$ cat src/rtl/hamming_pkg.sv
// Shared constants and types for the Hamming(7,4) decode arbiter.
package hamming_pkg;

  localparam int unsigned CW_W   = 7;
  localparam int unsigned DATA_W = 4;

  localparam logic [2:0] SYN_NONE = 3'd0;
  localparam logic [2:0] SYN_C2   = 3'd3;
  localparam logic [2:0] SYN_C4   = 3'd5;
  localparam logic [2:0] SYN_C5   = 3'd6;
  localparam logic [2:0] SYN_C6   = 3'd7;

  typedef enum logic {
    ST_EMPTY,
    ST_FULL
  } slot_state_e;

endpackage

$ cat src/rtl/hamming74_correct.sv
// Combinational Hamming(7,4) syndrome and single-error correction.
module hamming74_correct
  import hamming_pkg::*;
(
  input  logic [CW_W-1:0]   cw,
  output logic [2:0]        syn,
  output logic [DATA_W-1:0] raw,
  output logic [DATA_W-1:0] data,
  output logic              corr
);

  always_comb begin
    syn[0] = cw[0] ^ cw[2] ^ cw[4] ^ cw[6];
    syn[1] = cw[1] ^ cw[2] ^ cw[5] ^ cw[6];
    syn[2] = cw[3] ^ cw[4] ^ cw[5] ^ cw[6];
    raw    = {cw[6], cw[5], cw[4], cw[2]};
    data   = raw;
    // Parity-bit syndromes (1, 2, 4) leave the data field untouched.
    case (syn)
      SYN_C2:  data[0] = ~raw[0];
      SYN_C4:  data[1] = ~raw[1];
      SYN_C5:  data[2] = ~raw[2];
      SYN_C6:  data[3] = ~raw[3];
      default: ;
    endcase
    corr = (syn != SYN_NONE);
  end

endmodule

$ cat src/rtl/hamming_dec_arbiter.sv
// Round-robin arbiter sharing one Hamming(7,4) decoder, with a registered response slot
// and a saturating correction counter.
module hamming_dec_arbiter
  import hamming_pkg::*;
#(
  parameter int unsigned NUM_REQ = 2,
  parameter int unsigned ID_W    = $clog2(NUM_REQ),
  parameter int unsigned CNT_W   = 8
) (
  input  logic                    clk,
  input  logic                    rst_n,
  input  logic [NUM_REQ-1:0]      req_valid,
  output logic [NUM_REQ-1:0]      req_ready,
  input  logic [NUM_REQ*CW_W-1:0] req_cw,
  output logic                    rsp_valid,
  input  logic                    rsp_ready,
  output logic [ID_W-1:0]         rsp_id,
  output logic [DATA_W-1:0]       rsp_data,
  output logic [DATA_W-1:0]       rsp_raw,
  output logic [2:0]              rsp_syn,
  output logic                    rsp_corr,
  input  logic                    cnt_clr,
  output logic [CNT_W-1:0]        corr_cnt
);

  localparam logic [ID_W-1:0]  RrInit = ID_W'(NUM_REQ - 1);
  localparam logic [CNT_W-1:0] CntMax = '1;

  slot_state_e       state_q, state_d;
  logic [ID_W-1:0]   rr_last_q;
  logic [ID_W-1:0]   gnt_idx;
  logic              gnt_found;
  logic [CW_W-1:0]   gnt_cw;
  logic              can_accept;
  logic              xfer;
  logic              handoff;
  int unsigned       rr_int;

  logic [2:0]        dec_syn;
  logic [DATA_W-1:0] dec_raw, dec_data;
  logic              dec_corr;

  logic [ID_W-1:0]   rsp_id_q;
  logic [DATA_W-1:0] rsp_data_q, rsp_raw_q;
  logic [2:0]        rsp_syn_q;
  logic              rsp_corr_q;
  logic [CNT_W-1:0]  cnt_q, cnt_d;

  // Grant search: channels above rr_last first, then wrap to 0..rr_last.
  always_comb begin
    gnt_found = 1'b0;
    gnt_idx   = '0;
    gnt_cw    = '0;
    rr_int    = 32'(rr_last_q);
    for (int unsigned i = 0; i < NUM_REQ; i++) begin
      if (!gnt_found && req_valid[i] && (i > rr_int)) begin
        gnt_found = 1'b1;
        gnt_idx   = ID_W'(i);
        gnt_cw    = req_cw[i*CW_W +: CW_W];
      end
    end
    for (int unsigned i = 0; i < NUM_REQ; i++) begin
      if (!gnt_found && req_valid[i] && (i <= rr_int)) begin
        gnt_found = 1'b1;
        gnt_idx   = ID_W'(i);
        gnt_cw    = req_cw[i*CW_W +: CW_W];
      end
    end
  end

  assign can_accept = (state_q == ST_EMPTY) | rsp_ready;
  assign xfer       = gnt_found & can_accept;
  assign handoff    = (state_q == ST_FULL) & rsp_ready;

  always_comb begin
    req_ready = '0;
    for (int unsigned i = 0; i < NUM_REQ; i++) begin
      req_ready[i] = xfer && (gnt_idx == ID_W'(i));
    end
  end

  hamming74_correct u_correct (
    .cw   (gnt_cw),
    .syn  (dec_syn),
    .raw  (dec_raw),
    .data (dec_data),
    .corr (dec_corr)
  );

  always_comb begin
    state_d = state_q;
    unique case (state_q)
      ST_EMPTY: if (xfer) state_d = ST_FULL;
      ST_FULL:  if (!xfer && rsp_ready) state_d = ST_EMPTY;
      default:  state_d = ST_EMPTY;
    endcase
  end

  // Clear takes priority over a same-cycle increment.
  always_comb begin
    cnt_d = cnt_q;
    if (cnt_clr) begin
      cnt_d = '0;
    end else if (handoff && rsp_corr_q && (cnt_q != CntMax)) begin
      cnt_d = cnt_q + 1'b1;
    end
  end

  always_ff @(posedge clk or negedge rst_n) begin
    if (!rst_n) begin
      state_q    <= ST_EMPTY;
      rr_last_q  <= RrInit;
      rsp_id_q   <= '0;
      rsp_data_q <= '0;
      rsp_raw_q  <= '0;
      rsp_syn_q  <= '0;
      rsp_corr_q <= 1'b0;
      cnt_q      <= '0;
    end else begin
      state_q <= state_d;
      cnt_q   <= cnt_d;
      if (xfer) begin
        rr_last_q  <= gnt_idx;
        rsp_id_q   <= gnt_idx;
        rsp_data_q <= dec_data;
        rsp_raw_q  <= dec_raw;
        rsp_syn_q  <= dec_syn;
        rsp_corr_q <= dec_corr;
      end
    end
  end

  assign rsp_valid = (state_q == ST_FULL);
  assign rsp_id    = rsp_id_q;
  assign rsp_data  = rsp_data_q;
  assign rsp_raw   = rsp_raw_q;
  assign rsp_syn   = rsp_syn_q;
  assign rsp_corr  = rsp_corr_q;
  assign corr_cnt  = cnt_q;

endmodule

$ cat config.mk
export PLATFORM = sky130hd
export DESIGN_NAME = hamming_dec_arbiter
export DESIGN_NICKNAME = d
export VERILOG_FILES = /design/src/rtl/hamming_pkg.sv /design/src/rtl/hamming74_correct.sv /design/src/rtl/hamming_dec_arbiter.sv
export SDC_FILE = /design/constraint.sdc
export NUM_CORES = 1
export LEC_CHECK = 0
export ABC_CLOCK_PERIOD_IN_PS = 5100
export CAP_MARGIN = 20
export CELL_PAD_IN_SITES_DETAIL_PLACEMENT = 0
export CELL_PAD_IN_SITES_GLOBAL_PLACEMENT = 1
export CORE_MARGIN = 5
export CORE_UTILIZATION = 36
export CTS_CLUSTER_DIAMETER = 150
export DETAILED_ROUTE_END_ITERATION = 8
export PLACE_DENSITY = 0.95
export SKIP_LAST_GASP = 1
export SYNTH_ARGS = -nofsm -noshare
export SYNTH_HDL_FRONTEND = slang
export SYNTH_SLANG_ARGS = --single-unit
$ cat constraint.sdc
create_clock -name clk -period 5.1 [get_ports clk]
set_input_delay 0.765 -clock clk [delete_from_list [all_inputs] [get_ports clk]]
set_output_delay 0.765 -clock clk [all_outputs]
set_load 0.05 [all_outputs]
Word level (Yosys, flattened, before mapping)
Index checks and enable logic that the tools add are counted.
{ "totals": {"regBits": 23, "inputBits": 20, "output_inout_bits": 24, "word_cells": 65} }
{ "classes": {"addsub": 1, "n_lt_le_gt_ge": 2, "n_eq_ne": 5, "mux": 17, "bitwise": 18, "reduce_logical": 14} }
{ "ops": {"columns": ["cell", "count"], "rows": [
  ["two-way mux 7 bit", 3],
  ["two-way mux 8 bit", 2],
  ["two-way mux 1 bit", 11],
  ["equality test 3 bit (second input constant)", 3],
  ["logical AND 1 bit", 9],
  ["XOR 1 bit", 9],
  ["adder 8 x 1 -> 8 bit (second input constant)", 1],
  ["inequality test 8 bit (second input constant)", 1],
  ["inverter 1 bit", 6],
  ["equality test 3 x 2 -> 1 bit (second input constant)", 1],
  ["zero test 1 bit", 3],
  ["nonzero test 3 bit", 1],
  ["bitwise AND 1 bit", 2],
  ["one-hot mux 1 bit (2 select lines)", 1],
  ["nonzero test 2 bit", 1],
  ["greater-than comparator 1 bit (first input constant)", 1],
  ["<= comparator 1 bit (first input constant)", 1],
  ["OR 1 bit", 1]
]} }

Longest topological paths before layout
Gate-level depths: netlist of the first run.
{ "logic_depth": {"ltp_word": 15, "depth_mapped": 7, "mapped_depth_nobuf": 7} }

By module
From an unflattened synthesis of the first run, not the netlist that was laid out.
{ "unflattened": {"cells_unflattened": 141, "hier_area_um2": 1456.4} }
{ "modules_own_cells": {"columns": ["mod", "instances", "cells_each", "area_each_um2", "seq_area_each_um2"], "rows": [
  ["hamming_dec_arbiter", 1, 95, 1091.0, 576.8],
  ["hamming74_correct", 1, 46, 365.4, 0.0]
]} }

Least setup slack after synthesis of the first run
OpenSTA, ideal clock, no wires.
{ "synth_path": {"kind": "input to output", "startpoint": "input req_valid[1]", "endpoint": "output req_ready[1]", "t_arrival_ps": 1526, "required_time_ps": 4335, "slack_ps": 2809, "path_stages": 2, "n_path_buf": 0, "cell_sequence": "a21boi_4 -> and2_1"} }
{ "synth_via": {"elab_chain_len": 11, "elab_cells_between_ends": 13, "cone_classes": "5 x mux; 1 x bitwise; 7 x reduce/logical"} }
{ "synth_lines": {"columns": ["element", "line", "source"], "rows": [
  ["start: declaration", "hamming_dec_arbiter.sv:12", "input logic [NUM_REQ-1:0] req_valid,"],
  ["logical AND 1 bit", "hamming_dec_arbiter.sv:56", "if (!gnt_found && req_valid[i] && (i > rr_int)) begin"],
  ["two-way mux 1 bit", "hamming_dec_arbiter.sv:56", null],
  ["zero test 1 bit", "hamming_dec_arbiter.sv:63", "if (!gnt_found && req_valid[i] && (i <= rr_int)) begin"],
  ["logical AND 1 bit", "hamming_dec_arbiter.sv:63", null],
  ["two-way mux 1 bit", "hamming_dec_arbiter.sv:63", null],
  ["zero test 1 bit", "hamming_dec_arbiter.sv:63", null],
  ["logical AND 1 bit (2 in series)", "hamming_dec_arbiter.sv:63", null],
  ["two-way mux 1 bit", "hamming_dec_arbiter.sv:63", null],
  ["bitwise AND 1 bit", "hamming_dec_arbiter.sv:72", "assign xfer = gnt_found & can_accept;"],
  ["logical AND 1 bit *", "hamming_dec_arbiter.sv:78", "req_ready[i] = xfer && (gnt_idx == ID_W'(i));"],
  ["end: declaration", "hamming_dec_arbiter.sv:13", "output logic [NUM_REQ-1:0] req_ready,"]
]} }
Mark *: on every way between the ends. The rest lies on a longest branch, timed or not.

Final worst setup path of the first run
{ "layout_path": {"startpoint": "input req_valid[0]", "endpoint": "output req_ready[1]"} }
{ "layout_via": {"elab_chain_len": 8, "elab_cells_between_ends": 10, "cone_classes": "4 x mux; 1 x bitwise; 5 x reduce/logical"} }
{ "layout_lines": {"columns": ["element", "line"], "rows": [
  ["logical AND 1 bit *", "hamming_dec_arbiter.sv:63"],
  ["two-way mux 1 bit", "hamming_dec_arbiter.sv:63"],
  ["zero test 1 bit", "hamming_dec_arbiter.sv:63"],
  ["logical AND 1 bit (2 in series)", "hamming_dec_arbiter.sv:63"],
  ["two-way mux 1 bit", "hamming_dec_arbiter.sv:63"],
  ["bitwise AND 1 bit", "hamming_dec_arbiter.sv:72"],
  ["logical AND 1 bit *", "hamming_dec_arbiter.sv:78"]
]} }
Marked as above.

==> metrics, run 1 <==
Worst EP required=4.34 ns; worst hold path class=reg -> reg; Placeable Area=3360 um^2; Hold Buf Count CTS=0; Fin Hold WS=0.499 ns; min Tclk post-route=3.64 ns; final hold viol count=0; syn nets=140; critical path's top delay family=buffers and inverters; post-synthesis sequential area ratio=0.458; Slew headroom=0.639; max-slew violations=0; Crit path arrival time=2.87 ns; Worst VDD drop=128 uV; area share of the largest cell type after synthesis=0.437; YS warnings=0; total global-route track usage=0.122; Yosys reg bits=23; largest net degree at the start of global routing=24; Die H=69.2 um; placed cells=204; Top Ports=44; utilization after layout=0.529; P&R area growth vs syn=41.2%; Worst Skew=0.00518 ns; crit path cell chain=clkdlybuf4s50_1 > a21boi_4 > and2_1 > clkdlybuf4s50_1; # setup viols final=0; Vias=1097; hold path startpoint=rsp_syn[1]; DP HPWL=2330 um; Power Dens Cells=378 nW/um^2; Syn Inst Count=119; Syn Std Cell Area=1260 um^2; CP bufs+invs=2; CTS sink cnt=23; final net count=185; Worst Path Max Fanout=12; Pwr Total=673 uW; post-synth cell types=36; RePlAce Congestion=0.739; most used cell, CP=clkdlybuf4s50_1; Die Area=4780 um^2; CTS buffer count=3; f_max=275 MHz; Pre-antenna DRT Iters=4; Initial Util=0.375; CP startpoint=req_valid[0]; initial antenna violation count=0; Worst Setup End Kind=output port; Yosys top cell by area=dfrtp_1; Post-synth ARST share=1.00; number of port buffers=43; latest clock arrival within the worst-skew pair=0.31 ns; number of remaining DRC errors=0; Final period util=0.713; Post-CTS Setup Bufs=0; Critical R2R Launch=rr_last_q; worst slew pin tran=0.540 ns; post-route insts no fill=209; RSZ-0062 raised after global routing=false; status=finished clean; Syn Area/Cell=10.6 um^2; Crit-path slowest cell=clkdlybuf4s50_1; Antenna Cells=0; dominant synthesized flop cell=dfrtp_1; Die X-Extent=69.2 um; final setup TNS=0 ns; layout cells sized above 1=0.0736; dominant cells by area after synthesis=dfrtp_1, xnor2_1, xor2_1; # resized after CTS=0; routed len/inst=14.0 um; vias in the first global route=1128; H-tree levels=1; first-pass GRT wire length=4960 um; Routed WL=2920 um; Leakage=0.000699 uW; Worst Setup Start Kind=input port; TritonCTS clock tree=yes; DR iter-0 viols=30; Post-synth EDFFs=0; clock root buffer=clkbuf_4; Overflow after GRT=0; antenna viol nets, final=0; # Max-Cap Violations=0; Crit path largest cell delay=0.81 ns; vias per cell=5.25; Clk pin slew, worst setup/hold paths=0.12 ns; Crit Path Category=in -> out; CTS Buffer Depth=2; row cnt=21
Yosys cell counts (all sizes together), types with 2 or more instances:
library cell and number:
o21ai 8, and3 2, nand2 10, clkbuf 2, nand4 3, xnor2 9, a21boi 2, nor2 7
a21oi 6, or3 2, nor3 5, buf 3, nor2b 3, a221o 3, nand2b 2, a311oi 3
a32oi 7, xor2 8, dfrtp 22, inv 3
layer usage:
metal | up-vias | global-route usage | wire length [um]
met2 | 51 | 0.202 | 1400
met1 | 517 | 0.149 | 1290
li1 | 524 | - | -
met5 | - | 0 | 0
met3 | 5 | 0.0363 | 202
met4 | 0 | 0.0434 | 29
path summary, 6_finish.rpt:
| check | slack, ns | cells after the start | to |
|---|---|---|---|
| max in group asynchronous | 3.86 | 2 | rr_last_q |
| max reg2reg | 2.55 | 6 | rsp_data[2] |
| min | 0.50 | 2 | rsp_syn[1] |
| min in group asynchronous | 0.74 | 1 | corr_cnt[6] |
| max | 1.46 | 4 | req_ready[1] |
| min reg2reg | 0.50 | 2 | rsp_syn[1] |
layout by cell type, fill, tap and decap left out, drive strengths merged, types with 3 or more instances in the layout:
cell and count:
xor2 8, a221o 3, xnor2 9, a32oi 7, nand2 10, dfrtp 22, clkbuf 4, nor3 5
inv 3, nor2 7, nand4 3, a21oi 6, nor2b 3, clkdlybuf4s50 43, a311oi 3, o21ai 8
power by group:
group	switching, uW	internal (uW)	total, uW
logic	222	126	348
registers	23.5	217	241
clock network	53.3	30.5	83.9
cells by family (layout without fill, tap and decap cells):
family	after synthesis	in the layout	share of synthesized area
AO/OA/AOI/OAI	33	33	0.228
XOR/XNOR	17	17	0.124
multiplexers	1	1	0.00794
adder cells (fa/ha/maj)	1	1	0.00993
AND/OR/NAND/NOR	36	36	0.139
buffers and inverters	8	52	0.0328
flip-flops	23	23	0.458
worst reg2reg max path: stages, from the launching register on:
cell      delay (ns)
dfstp_2         0.60
nand2b_1        0.36
a32oi_2         0.22
xnor2_1         0.36
xor2_1          0.41
a311oi_1        0.20
a221o_1         0.29
through the flow:
stage	area (um^2)	setup WS [ns]
after floorplan	1260	2.81
after global placement	1730	1.52
after detailed placement	1730	1.48
after CTS	1750	1.47
after global routing	1780	1.34
final	1780	1.46
cell type report:
type	count	area, um^2
repair buffers	45	465
flip-flops and latches	23	577
inverters	3	11.3
well taps	46	57.6
clock buffers	4	26.3
multi-input cells	88	642
fillers	325	1580
state kept, by name, indices dropped and copies added (netlist names):
register	cells
rsp_syn	3
rsp_data	4
rsp_id	1
rsp_corr	1
rr_last_q	1
corr_cnt	8
rsp_raw	4
rsp_valid	1
Power figures use the tool's default switching activity.
==> run 2: changes to the inputs <==
--- a/config.mk
+++ b/config.mk
@@ -5,15 +5,15 @@
 export SDC_FILE = /design/constraint.sdc
 export NUM_CORES = 1
 export LEC_CHECK = 0
-export ABC_CLOCK_PERIOD_IN_PS = 5100
+export ABC_CLOCK_PERIOD_IN_PS = 3500
 export CAP_MARGIN = 20
 export CELL_PAD_IN_SITES_DETAIL_PLACEMENT = 0
 export CELL_PAD_IN_SITES_GLOBAL_PLACEMENT = 1
 export CORE_MARGIN = 5
-export CORE_UTILIZATION = 36
+export CORE_UTILIZATION = 33
 export CTS_CLUSTER_DIAMETER = 150
 export DETAILED_ROUTE_END_ITERATION = 8
-export PLACE_DENSITY = 0.95
+export PLACE_DENSITY = 0.89
 export SKIP_LAST_GASP = 1
 export SYNTH_ARGS = -nofsm -noshare
 export SYNTH_HDL_FRONTEND = slang
==> constraint.sdc (replaced) <==
create_clock -name clk -period 3.5 [get_ports clk]
set_input_delay 0.525 -clock clk [delete_from_list [all_inputs] [get_ports clk]]
set_output_delay 0.525 -clock clk [all_outputs]
set_load 0.05 [all_outputs]
==> metrics, run 2 (synthesis gave the netlist of run 1 again) <==
Overflow after GRT=0; Crit path arrival time=2.44 ns; Worst Setup End Kind=output port; routed len/inst=14.0 um; CTS Buffer Depth=2; final hold viol count=0; vias in the first global route=1141; Pre-antenna DRT Iters=4; most frequent cells in the layout=clkdlybuf4s50_1, dfrtp_1, nand2_1; worst hold path class=reg -> reg; Pwr Total=1030 uW; antenna viol nets, final=0; first-pass GRT wire length=5180 um; Worst Skew=0.00107 ns; row cnt=22; vias per cell=5.12; Placeable Area=3690 um^2; Leakage=0.000709 uW; Worst VDD drop=370 uV; worst slew pin tran=0.589 ns; min Tclk post-route=2.97 ns; Slew headroom=0.606; status=finished clean; Crit Path Category=in -> out; clock root buffer=clkbuf_8; CTS buffer count=3; DP HPWL=2410 um; # Max-Cap Violations=0; Post-CTS Setup Bufs=0; FF-to-FF path depth=6; # resized after CTS=0; Die Area=5150 um^2; final net count=186; commonest non-fill, non-tap cell in the layout=clkdlybuf4s50_1; RePlAce Congestion=0.792; RSZ-0062 raised after global routing=false; largest net degree at the start of global routing=25; Hold Buf Count CTS=0; Worst Path Max Fanout=8; Die H=71.8 um; final setup TNS=0 ns; number of remaining DRC errors=0; number of port buffers=43; Die X-Extent=71.8 um; P&R area growth vs syn=42.6%; CTS sink cnt=23; Vias=1085; total global-route track usage=0.124; Antenna Cells=0; TritonCTS clock tree=yes; H-tree levels=1; initial antenna violation count=0; # setup viols final=0; max-slew violations=0; DR iter-0 viols=64; layout cells sized above 1=0.0854; Worst EP required=2.97 ns; Worst Setup Start Kind=input port; Largest register FFs=8; Initial Util=0.342; Final period util=0.848; Top Ports=44; Power Dens Cells=571 nW/um^2; Routed WL=2970 um; worst hold stages=2; f_max=337 MHz; latest clock arrival within the worst-skew pair=0.26 ns; Clk pin slew, worst setup/hold paths=0.08 ns
[run 2: cell count changes in the layout (fill, tap and decap cells not counted)]
| cell | change |
|---|---|
| buf_16 | -1 |
| buf_4 | +1 |
| buf_8 | +1 |
| clkbuf_1 | -1 |
| clkbuf_4 | -3 |
| clkbuf_8 | +3 |
| clkinv_2 | +1 |
[run 2: final timing paths]
path / from / endpoint / slack, ns
min in group asynchronous: rst_n / rsp_data[0] / 0.63
max in group asynchronous: rst_n / rr_last_q / 2.30
worst min register to register: rsp_raw[3] / rsp_raw[3] / 0.49
worst max register to register: rr_last_q / rsp_data[2] / 1.03
worst min-delay path: rsp_raw[3] / rsp_raw[3] / 0.49
worst max-delay path: req_valid[1] / req_ready[1] / 0.53
[run 2: cell type report]
cell class / instances / area, um^2
timing repair buffer: 46 / 460
tap: 48 / 60.1
fill: 348 / 1890
clock buffer: 3 / 41.3
clock inverter: 1 / 5.00
inverter: 3 / 11.3
multi-input combinational: 88 / 642
sequential: 23 / 577
[run 2: per-layer routing]
metal,global-route usage,part of all wire,vias to the layer above
li1,-,-,529
met1,0.149,0.43,518
met2,0.219,0.50,34
met3,0.0182,0.056,4
met4,0.0501,0.019,0
met5,0,0,-
[run 2: power by group]
| group | internal (uW) | switching, uW |
|---|---|---|
| registers | 317 | 34.2 |
| clock network | 79.4 | 83.4 |
| logic | 183 | 328 |
[run 2: metrics by stage]
stage                     worst slack (ns)  hold slack [ns]  instances  cell area, um^2   util
after CTS                            0.533            0.495        211             1780  0.483
after global routing                 0.448            0.522        212             1800  0.487
final                                0.530            0.494        212             1800  0.487
after floorplan                       1.44            0.229        119             1260      -
after detailed placement             0.541            0.469        207             1740  0.470
after global placement               0.580            0.466        207             1740  0.470
[run 2: worst max-delay path: stages]
cell	delay, ns
clkdlybuf4s50_1	0.55
a21boi_4	0.35
and2_1	0.21
clkdlybuf4s50_1	0.81
==> run 3: changes to the inputs <==
--- a/config.mk
+++ b/config.mk
@@ -5,7 +5,7 @@
 export SDC_FILE = /design/constraint.sdc
 export NUM_CORES = 1
 export LEC_CHECK = 0
-export ABC_CLOCK_PERIOD_IN_PS = 3500
+export ABC_CLOCK_PERIOD_IN_PS = 3100
 export CAP_MARGIN = 20
 export CELL_PAD_IN_SITES_DETAIL_PLACEMENT = 0
 export CELL_PAD_IN_SITES_GLOBAL_PLACEMENT = 1
==> constraint.sdc (replaced) <==
create_clock -name clk -period 3.1 [get_ports clk]
set_input_delay 0.465 -clock clk [delete_from_list [all_inputs] [get_ports clk]]
set_output_delay 0.465 -clock clk [all_outputs]
set_load 0.05 [all_outputs]
==> metrics, run 3 (synthesis gave the netlist of run 1 again) <==
status=finished clean; # resized after CTS=0; Leakage=0.000710 uW; CP endpoint=rsp_data[1]; Worst Setup End Kind=register; P&R area growth vs syn=41.6%; latest clock arrival within the worst-skew pair=0.26 ns; CTS sink cnt=23; clock root buffer=clkbuf_8; largest net degree at the start of global routing=25; Slew headroom=0.658; r2r setup slk=0.64 ns; # setup viols final=0; Die X-Extent=71.8 um; placed cells=208; Hold Buf Count CTS=0; final setup TNS=0 ns; number of remaining DRC errors=0; Post-CTS Setup Bufs=0; Antenna Cells=0; Clk pin slew, worst setup/hold paths=0.08 ns; TritonCTS clock tree=yes; worst slew pin tran=0.512 ns; # Max-Cap Violations=0; f_max=384 MHz; final hold viol count=0; utilization after layout=0.484; initial antenna violation count=0; Overflow after GRT=0; worst hold path class=in -> async; RSZ-0062 raised after global routing=false; H-tree levels=1; CTS Buffer Depth=2; Vias=1075; CP startpoint=req_valid[1]; Fillers=357; final net count=186; CTS buffer count=3; first-pass GRT wire length=5180 um; Top Ports=44; commonest non-fill, non-tap cell in the layout=clkdlybuf4s50_1; routed len/inst=14.0 um; Pre-antenna DRT Iters=4; Final period util=0.840; antenna viol nets, final=0; max-slew violations=0; post-route insts no fill=212; layout cells sized above 1=0.0976; vias in the first global route=1155; Worst Setup Start Kind=input port; min Tclk post-route=2.60 ns; Critical R2R Launch=rr_last_q; Power Dens Cells=644 nW/um^2; DP HPWL=2450 um; Worst VDD drop=356 uV; total global-route track usage=0.123; Routed WL=2980 um; RePlAce Congestion=0.817; FF-to-FF path depth=6; Crit Path Category=in -> reg; pre-CTS setup slack=0.249 ns; worst r2r dst=rsp_data[1]; Die H=71.8 um; Die Area=5150 um^2; most frequent cells in the layout=clkdlybuf4s50_1, dfrtp_1, nand2_1; number of port buffers=43; Worst EP required=3.24 ns; DR iter-0 viols=58; Worst Skew=0.00474 ns; post-route worst setup slack=0.497 ns; vias per cell=5.07; row cnt=22; Placeable Area=3690 um^2; Crit path arrival time=2.75 ns; Initial Util=0.342; Largest register FFs=8; Worst Path Max Fanout=8; Fin Hold WS=0.353 ns
[run 3: worst min path at each step]
stage | end | slack [ns] | cells after the start
floorplan | corr_cnt[0] | 0.17 | 0
finish | rsp_raw[2] | 0.35 | 1
CTS | rsp_raw[2] | 0.35 | 1
global placement | rsp_id | 0.47 | 1
detailed placement | rsp_id | 0.48 | 1
global route | rsp_raw[2] | 0.35 | 1
[run 3: critical path, stage by stage]
cell and delay (ns):
clkdlybuf4s50_1 0.55, nand2b_1 0.27, a32oi_2 0.43, xnor2_1 0.23, xor2_1 0.37, a311oi_1 0.16
a221o_1 0.27
[run 3: cell type report]
cell class / instances / area, um^2 / share of cell area
Multi-Input combinational cell: 88 / 642 / 0.360
Sequential cell: 23 / 577 / 0.323
Timing Repair Buffer: 46 / 448 / 0.251
Tap cell: 48 / 60.1 / 0.0337
Clock buffer: 3 / 41.3 / 0.0231
Inverter: 3 / 11.3 / 0.00631
Clock inverter: 1 / 5.00 / 0.00281
[run 3: where the power goes]
group / internal [uW] / switching [uW]
Sequential: 358 / 41.2
Combinational: 205 / 367
Clock: 89.4 / 89.6
Total: 652 / 498
[run 3: per-stage QoR]
step	power (uW)	instance area, um^2
2_1_floorplan	788	1260
3_3_place_gp	971	1740
3_5_place_dp	979	1740
4_1_cts	1160	1780
5_1_grt	1210	1780
6_report	1150	1780
[run 3: routing by layer]
| metal | vias up | share of wire | GRT usage |
|---|---|---|---|
| li1 | 526 | - | - |
| met1 | 513 | 0.43 | 0.144 |
| met2 | 32 | 0.50 | 0.215 |
| met3 | 4 | 0.057 | 0.0281 |
| met4 | 0 | 0.012 | 0.0501 |
| met5 | - | 0 | 0 |
